## config.mk

```make
export PLATFORM = sky130hd
export DESIGN_NAME = ps2_rx_fifo
export DESIGN_NICKNAME = d
export VERILOG_FILES = /design/src/rtl/ps2_rx_fifo.sv
export SDC_FILE = /design/constraint.sdc
export NUM_CORES = 1
export LEC_CHECK = 0
export BUFFER_PORTS_ARGS = -buffer_cell sky130_fd_sc_hd__buf_2
export CORE_MARGIN = 5
export CORE_UTILIZATION = 60
export DETAILED_ROUTE_END_ITERATION = 8
export PLACE_DENSITY_LB_ADDON = 0.15
export SLEW_MARGIN = 10
export SYNTH_ARGS = -nofsm -noshare
export SYNTH_HDL_FRONTEND = slang
export SYNTH_SLANG_ARGS = --single-unit
```

## constraint.sdc

```tcl
create_clock -name clk -period 3.15 [get_ports clk]
set_clock_uncertainty 0.1 [all_clocks]
set_input_delay 0.63 -clock clk [delete_from_list [all_inputs] [get_ports clk]]
set_output_delay 0.63 -clock clk [all_outputs]
set_load 0.05 [all_outputs]
```

## src/rtl/ps2_rx_fifo.sv

```systemverilog
`default_nettype none
// ps2_rx_fifo: PS/2 device-to-host frame receiver feeding a small scan-code FIFO.
// Build option PS2_RX_PARITY_CHECK_EN adds odd-parity validation of each frame.
module ps2_rx_fifo #(
  parameter int DEPTH_LOG2     = 3,
  parameter int TIMEOUT_CYCLES = 5000
) (
  input  logic       clk,
  input  logic       clrn,
  input  logic       ps2_clk,
  input  logic       ps2_data,
  input  logic       nextdata_n,
  output logic [7:0] data,
  output logic       ready,
  output logic       overflow,
  output logic       frame_err
);

  localparam int DEPTH = 1 << DEPTH_LOG2;
  localparam int WD_W  = $clog2(TIMEOUT_CYCLES + 1);
  localparam logic [WD_W-1:0] WD_LAST = WD_W'(TIMEOUT_CYCLES - 1);

  logic [2:0]            clk_sync;
  logic [1:0]            data_sync;
  logic [3:0]            bit_cnt;
  logic [9:0]            shreg;
  logic [WD_W-1:0]       wd_cnt;
  logic [DEPTH_LOG2-1:0] w_ptr;
  logic [DEPTH_LOG2-1:0] r_ptr;
  logic [DEPTH_LOG2-1:0] w_ptr_nxt;
  logic [DEPTH_LOG2-1:0] r_ptr_nxt;
  logic [7:0]            fifo [DEPTH];

  logic fall;
  logic sample;
  logic frame_done;
  logic frame_ok;
  logic parity_ok;
  logic full;
  logic do_read;
  logic do_write;

  assign fall       = clk_sync[2] & ~clk_sync[1];
  assign sample     = data_sync[1];
  assign frame_done = fall && (bit_cnt == 4'd10);

`ifdef PS2_RX_PARITY_CHECK_EN
  assign parity_ok = ^shreg[9:1];
`else
  logic unused_parity;
  assign unused_parity = shreg[9];
  assign parity_ok     = 1'b1;
`endif

  // The stop bit is the live sample; it never enters the shift register.
  assign frame_ok  = ~shreg[0] & sample & parity_ok;

  assign w_ptr_nxt = w_ptr + 1'b1;
  assign r_ptr_nxt = r_ptr + 1'b1;
  assign ready     = (w_ptr != r_ptr);
  assign full      = (w_ptr_nxt == r_ptr);
  assign do_read   = ~nextdata_n & ready;
  // A simultaneous read frees a slot, so a full FIFO still accepts the write.
  assign do_write  = frame_done & frame_ok & (~full | do_read);
  assign data      = fifo[r_ptr];

  always_ff @(posedge clk) begin
    if (!clrn) begin
      clk_sync  <= 3'b111;
      data_sync <= 2'b11;
      bit_cnt   <= 4'd0;
      shreg     <= 10'd0;
      wd_cnt    <= '0;
      w_ptr     <= '0;
      r_ptr     <= '0;
      overflow  <= 1'b0;
      frame_err <= 1'b0;
    end else begin
      clk_sync  <= {clk_sync[1:0], ps2_clk};
      data_sync <= {data_sync[0], ps2_data};
      frame_err <= frame_done & ~frame_ok;

      if (fall) begin
        wd_cnt <= '0;
        if (bit_cnt == 4'd10) begin
          bit_cnt <= 4'd0;
          shreg   <= 10'd0;
        end else begin
          bit_cnt <= bit_cnt + 4'd1;
          shreg   <= {sample, shreg[9:1]};
        end
      end else if (bit_cnt != 4'd0) begin
        // A stalled partial frame is dropped silently to resynchronise.
        if (wd_cnt == WD_LAST) begin
          bit_cnt <= 4'd0;
          shreg   <= 10'd0;
          wd_cnt  <= '0;
        end else begin
          wd_cnt <= wd_cnt + 1'b1;
        end
      end else begin
        wd_cnt <= '0;
      end

      if (do_write) begin
        w_ptr <= w_ptr_nxt;
      end
      if (do_read) begin
        r_ptr <= r_ptr_nxt;
      end

      if (do_read) begin
        overflow <= 1'b0;
      end else if (frame_done && frame_ok && full) begin
        overflow <= 1'b1;
      end
    end
  end

  always_ff @(posedge clk) begin
    if (clrn && do_write) begin
      fifo[w_ptr] <= shreg[8:1];
    end
  end

endmodule
`default_nettype wire

```

# Word level (Yosys, flattened, before mapping)
# Memories as Yosys holds them, arrays and structs flattened. A register that Yosys moved wholly into a read port is not among the register bits.
# Index checks and enable logic that the tools add are counted.
# W data, S select, Z words.
[op_classes]
n_eq_ne = 4
reduce_logical = 10
bitwise_logic = 14
n_mux = 12
n_addsub = 4
[op_table]
columns = ["operator", "n"]
rows = [
  ["$mux W10", 4],
  ["$mux W4", 4],
  ["$add A13 B1 Y13 const B", 1],
  ["$eq A13 B13 Y1 const B", 1],
  ["$not A1 Y1", 7],
  ["$add A3 B1 Y3 const B", 2],
  ["$and A1 B1 Y1", 6],
  ["$mux W3", 2],
  ["$add A4 B1 Y4 const B", 1],
  ["$eq A4 B4 Y1 const B", 1],
  ["$logic_and A1 B1 Y1", 4],
  ["$reduce_bool A2 Y1", 2],
  ["$reduce_bool A4 Y1", 1],
  ["$reduce_or A4 Y1", 1],
  ["$eq A3 B3 Y1", 1],
  ["$ne A3 B3 Y1", 1],
  ["$mux W1", 2],
  ["$reduce_and A2 Y1", 1],
  ["$reduce_or A2 Y1", 1],
  ["$or A1 B1 Y1", 1],
]
[word_totals]
regBits = 40
mem_bits_rw = 64
input_bits = 5
n_memories = 1
elab_cells = 54
output_inout_bits = 11
[mem_list]
columns = ["name", "depth", "width", "rd", "rd_clocked_by_memory_dff", "write_ports", "line_no", "text"]
rows = [
  ["fifo", 8, 8, 1, 1, 1, "32", "logic [7:0] fifo [DEPTH];"],
]

# Logic depth before layout (Yosys ltp)
[logic_depth]
ltp_word = 8
mapped_depth = 6
mapped_depth_nobuf = 6

# Least setup slack after synthesis
# OpenSTA, ideal clock, no wires.
[synth_timing]
path_kind = "input-to-reg"
start = "in clrn"
end = "mem fifo[2][0] (enable)"
setup_time_ns = 0.395
required_time_ns = 2.655
stages = 4
arrival_ns = 2.125
setup_slack_ns = 0.530
path_buffers = 2
cell_sequence = "clkbuf_1 > buf_1 > nand2_1 > nor4_1"
[synth_between]
elab_chain_cells = 3
[synth_lines]
columns = ["element", "line_no", "text"]
rows = [
  ["start: declaration", "9", "input logic clrn,"],
  ["$logic_and A1 B1 Y1", "121", "if (clrn && do_write) begin"],
  ["$mux W1", "121", ""],
  ["$mux W1 (implied by the code)", "122", "fifo[w_ptr] <= shreg[8:1];"],
  ["end: declaration", "32", ""],
]
# Every way passes these cells.

==> results by group <==
Status
  • Status: complete, no violations

STA
  • RSZ-0062 raised after global routing: no
  • Worst-Margin Slew: 750 ps
  • TNS Setup: 0 ps
  • Max-slew violation count: 0
  • Tcrit/Tclk final: 86.7%
  • Final worst-path setup slack: 420 ps
  • Maximum clock rate: 366 MHz
  • Minimum clock period: 2730 ps
  • Final hold viol count: 0
  • Slew HR: 49.8%
  • Final setup viols: 0

Synthesis
  • Yosys reg bits: 107
  • Most common cell in the netlist: edfxtp_1
  • Leading area contributor after synthesis: edfxtp_1
  • Syn Area/Cell: 14.6 sq um
  • Synth Instances: 296
  • Yosys cell types: 44
  • Top-area cell type share of the netlist area: 44.5%
  • Synth warnings: 0
  • Commonest cells post-synth: 64 x edfxtp_1, 43 x dfxtp_1, 27 x nand2_1, 17 x nor2_1, 15 x mux4_1
  • Async SR Flop Fraction: 0%
  • Synth area leaders: edfxtp_1 44%, dfxtp_1 20%, mux4_1 9.1%
  • Seq/Total Area, Yosys: 64.4%
  • Post-Syn Nets: 307
  • Number of synthesized flops with an enable pin: 64
  • Post-synth top flop: edfxtp_1
  • Area of the mapped netlist: 4320 sq um

Routing
  • Wire per inst: 15.6 um
  • Pre-Repair DR Iteration Count: 4
  • DR vias/cell: 5.45
  • DRC Markers: 0
  • Vias: 2,293
  • WL final: 6560 um
  • Routed Antenna Nets: 0
  • Starting DRT DRC Count: 96

Setup path
  • Worst EP arrival: 2000 ps
  • CP max FO: 16
  • CP Launch Type: register
  • Internal reg-to-reg setup slack: 610 ps
  • Worst R2R Start: w_ptr[0]
  • Worst Path Required: 2420 ps
  • Crit. End Element: output pin
  • Critical path class: register to output pin

Die
  • Starting Density: 60.6%
  • Rows: 31
  • Core box area: 7140 sq um
  • Io pins: 16
  • Chip Height: 94.9 um
  • Die area: 9000 sq um
  • Die X: 94.9 um

Clocking
  • Num CTS Buffers: 9
  • TritonCTS clock tree: done
  • CTS sink count: 107
  • Clock slew at reported path FFs: 90 ps
  • Post-cts resize count: 0
  • Clock root cell: clkbuf_8
  • Number of H-tree levels: 3
  • Hold_buf cts: 0
  • Setup repair bufs after CTS: 0
  • CTS max path bufs: 2
  • Clock Latency Late Sink: 350 ps

Cells and area
  • Layout Cell Area excl Fill: 4720 sq um
  • Share of layout cells above drive strength 1: 16.8%
  • Nets@finish: 328
  • Area grow syn2layout: 9.20%
  • N_diodes: 0

Power and ir drop
  • Total Power: 0.00238 W
  • Peak VDD IR: 329 uV
  • Pleak: 1.60 nW
  • Power Density: 504 nW/um^2

Global routing
  • Vias in the first global route: 2,184
  • Global Route Usage Sum: 16.8%
  • Aggregate global routing overflow: 0
  • Largest net degree at the start of global routing: 31
  • First-pass GRT wire length: 11,200 um
  • Initial antenna violation count: 0

Place
  • Number of port buffers: 15
  • DP Wirelength: 4310 um
  • Final GP Congestion: 0.779
  • DP Worst Slack: 621 ps
  • Area after DPL: 4500 sq um

Min path
  • Hold Path Class: register to register
  • HP Start: clk_sync[0]

Flow run
  • Number of max-cap violations: 0
==> area by class of cell <==
cell class / count / area, sq um
sequential: 107 / 2780
tap: 99 / 124
clock inverter: 6 / 88.8
clock buffer: 10 / 128
inverter: 6 / 22.5
fill: 573 / 2420
multi-input combinational: 168 / 1430
timing repair buffer: 25 / 150
==> registers in the layout (all words and copies together), names as in the netlist, named ones only <==
signal and cells:
fifo 64, wd_cnt 13, shreg 10, bit_cnt 4, clk_sync 3, r_ptr 3
w_ptr 3, data_sync 2, frame_err 1, overflow 1
==> metrics by stage <==
step / utilization (%) / cells / hold slack (ps)
6_report: 66.1 / 421 / 319
5_1_grt: 66.1 / 421 / 346
4_1_cts: 66.1 / 421 / 319
3_5_place_dp: 63.1 / 405 / 299
3_3_place_gp: 63.1 / 405 / 289
2_1_floorplan: - / 296 / 286
==> power breakdown <==
part / switching (W) / internal [W]
sequential: 0.00000251 / 0.00147
clock: 0.000429 / 0.000450
combinational: 0.0000189 / 0.00000960
total: 0.000450 / 0.00193
==> worst paths after layout <==
path	end	cells after the start
worst max register to register	fifo[7][2]	5
worst min-delay path	clk_sync[1]	1
worst max-delay path	data[1]	4
worst min register to register	clk_sync[1]	1
==> worst max-delay path, stage by stage, from the launching register on <==
cell and delay [ps]:
dfxtp_1 320, buf_4 270, mux4_1 590, mux2_2 270, buf_2 210
==> per-layer routing <==
| metal | global-route usage, % | vias up | share of wire (%) |
|---|---|---|---|
| met2 | 26.8 | 33 | 48 |
| li1 | - | 1149 | - |
| met4 | 6.49 | 0 | 1.2 |
| met5 | 0 | - | 0 |
| met1 | 23.3 | 1105 | 48 |
| met3 | 2.63 | 6 | 2.8 |
==> layout by cell type (no fill, tap or decap), types with 3 or more instances in the layout <==
cell type and instances:
buf_2 15, mux4_1 15, nand2b_1 12, inv_1 6, nand3_1 9, edfxtp_1 64
nor4_1 6, clkbuf_8 9, nor2b_1 3, nand2_1 27, mux2i_1 5, nor2_1 17
o22ai_1 12, xnor2_1 13, buf_4 10, dfxtp_1 43, ha_1 6, mux2_2 8
nor3_1 7, xor2_1 3
==> logic make-up (layout without fill, tap and decap cells) <==
kind of cell | Yosys count | in the layout | synth area share, %
AOI/OAI and AO/OA | 22 | 22 | 3.44
xor gates and xnor gates | 17 | 17 | 3.76
adders and majority gates | 6 | 6 | 1.74
buffers and inverters | 21 | 47 | 2.66
DFF | 107 | 107 | 64.4
muxes | 29 | 29 | 12.9
and+or+nand+nor | 94 | 94 | 11.1
Power figures use the tool's default switching activity.
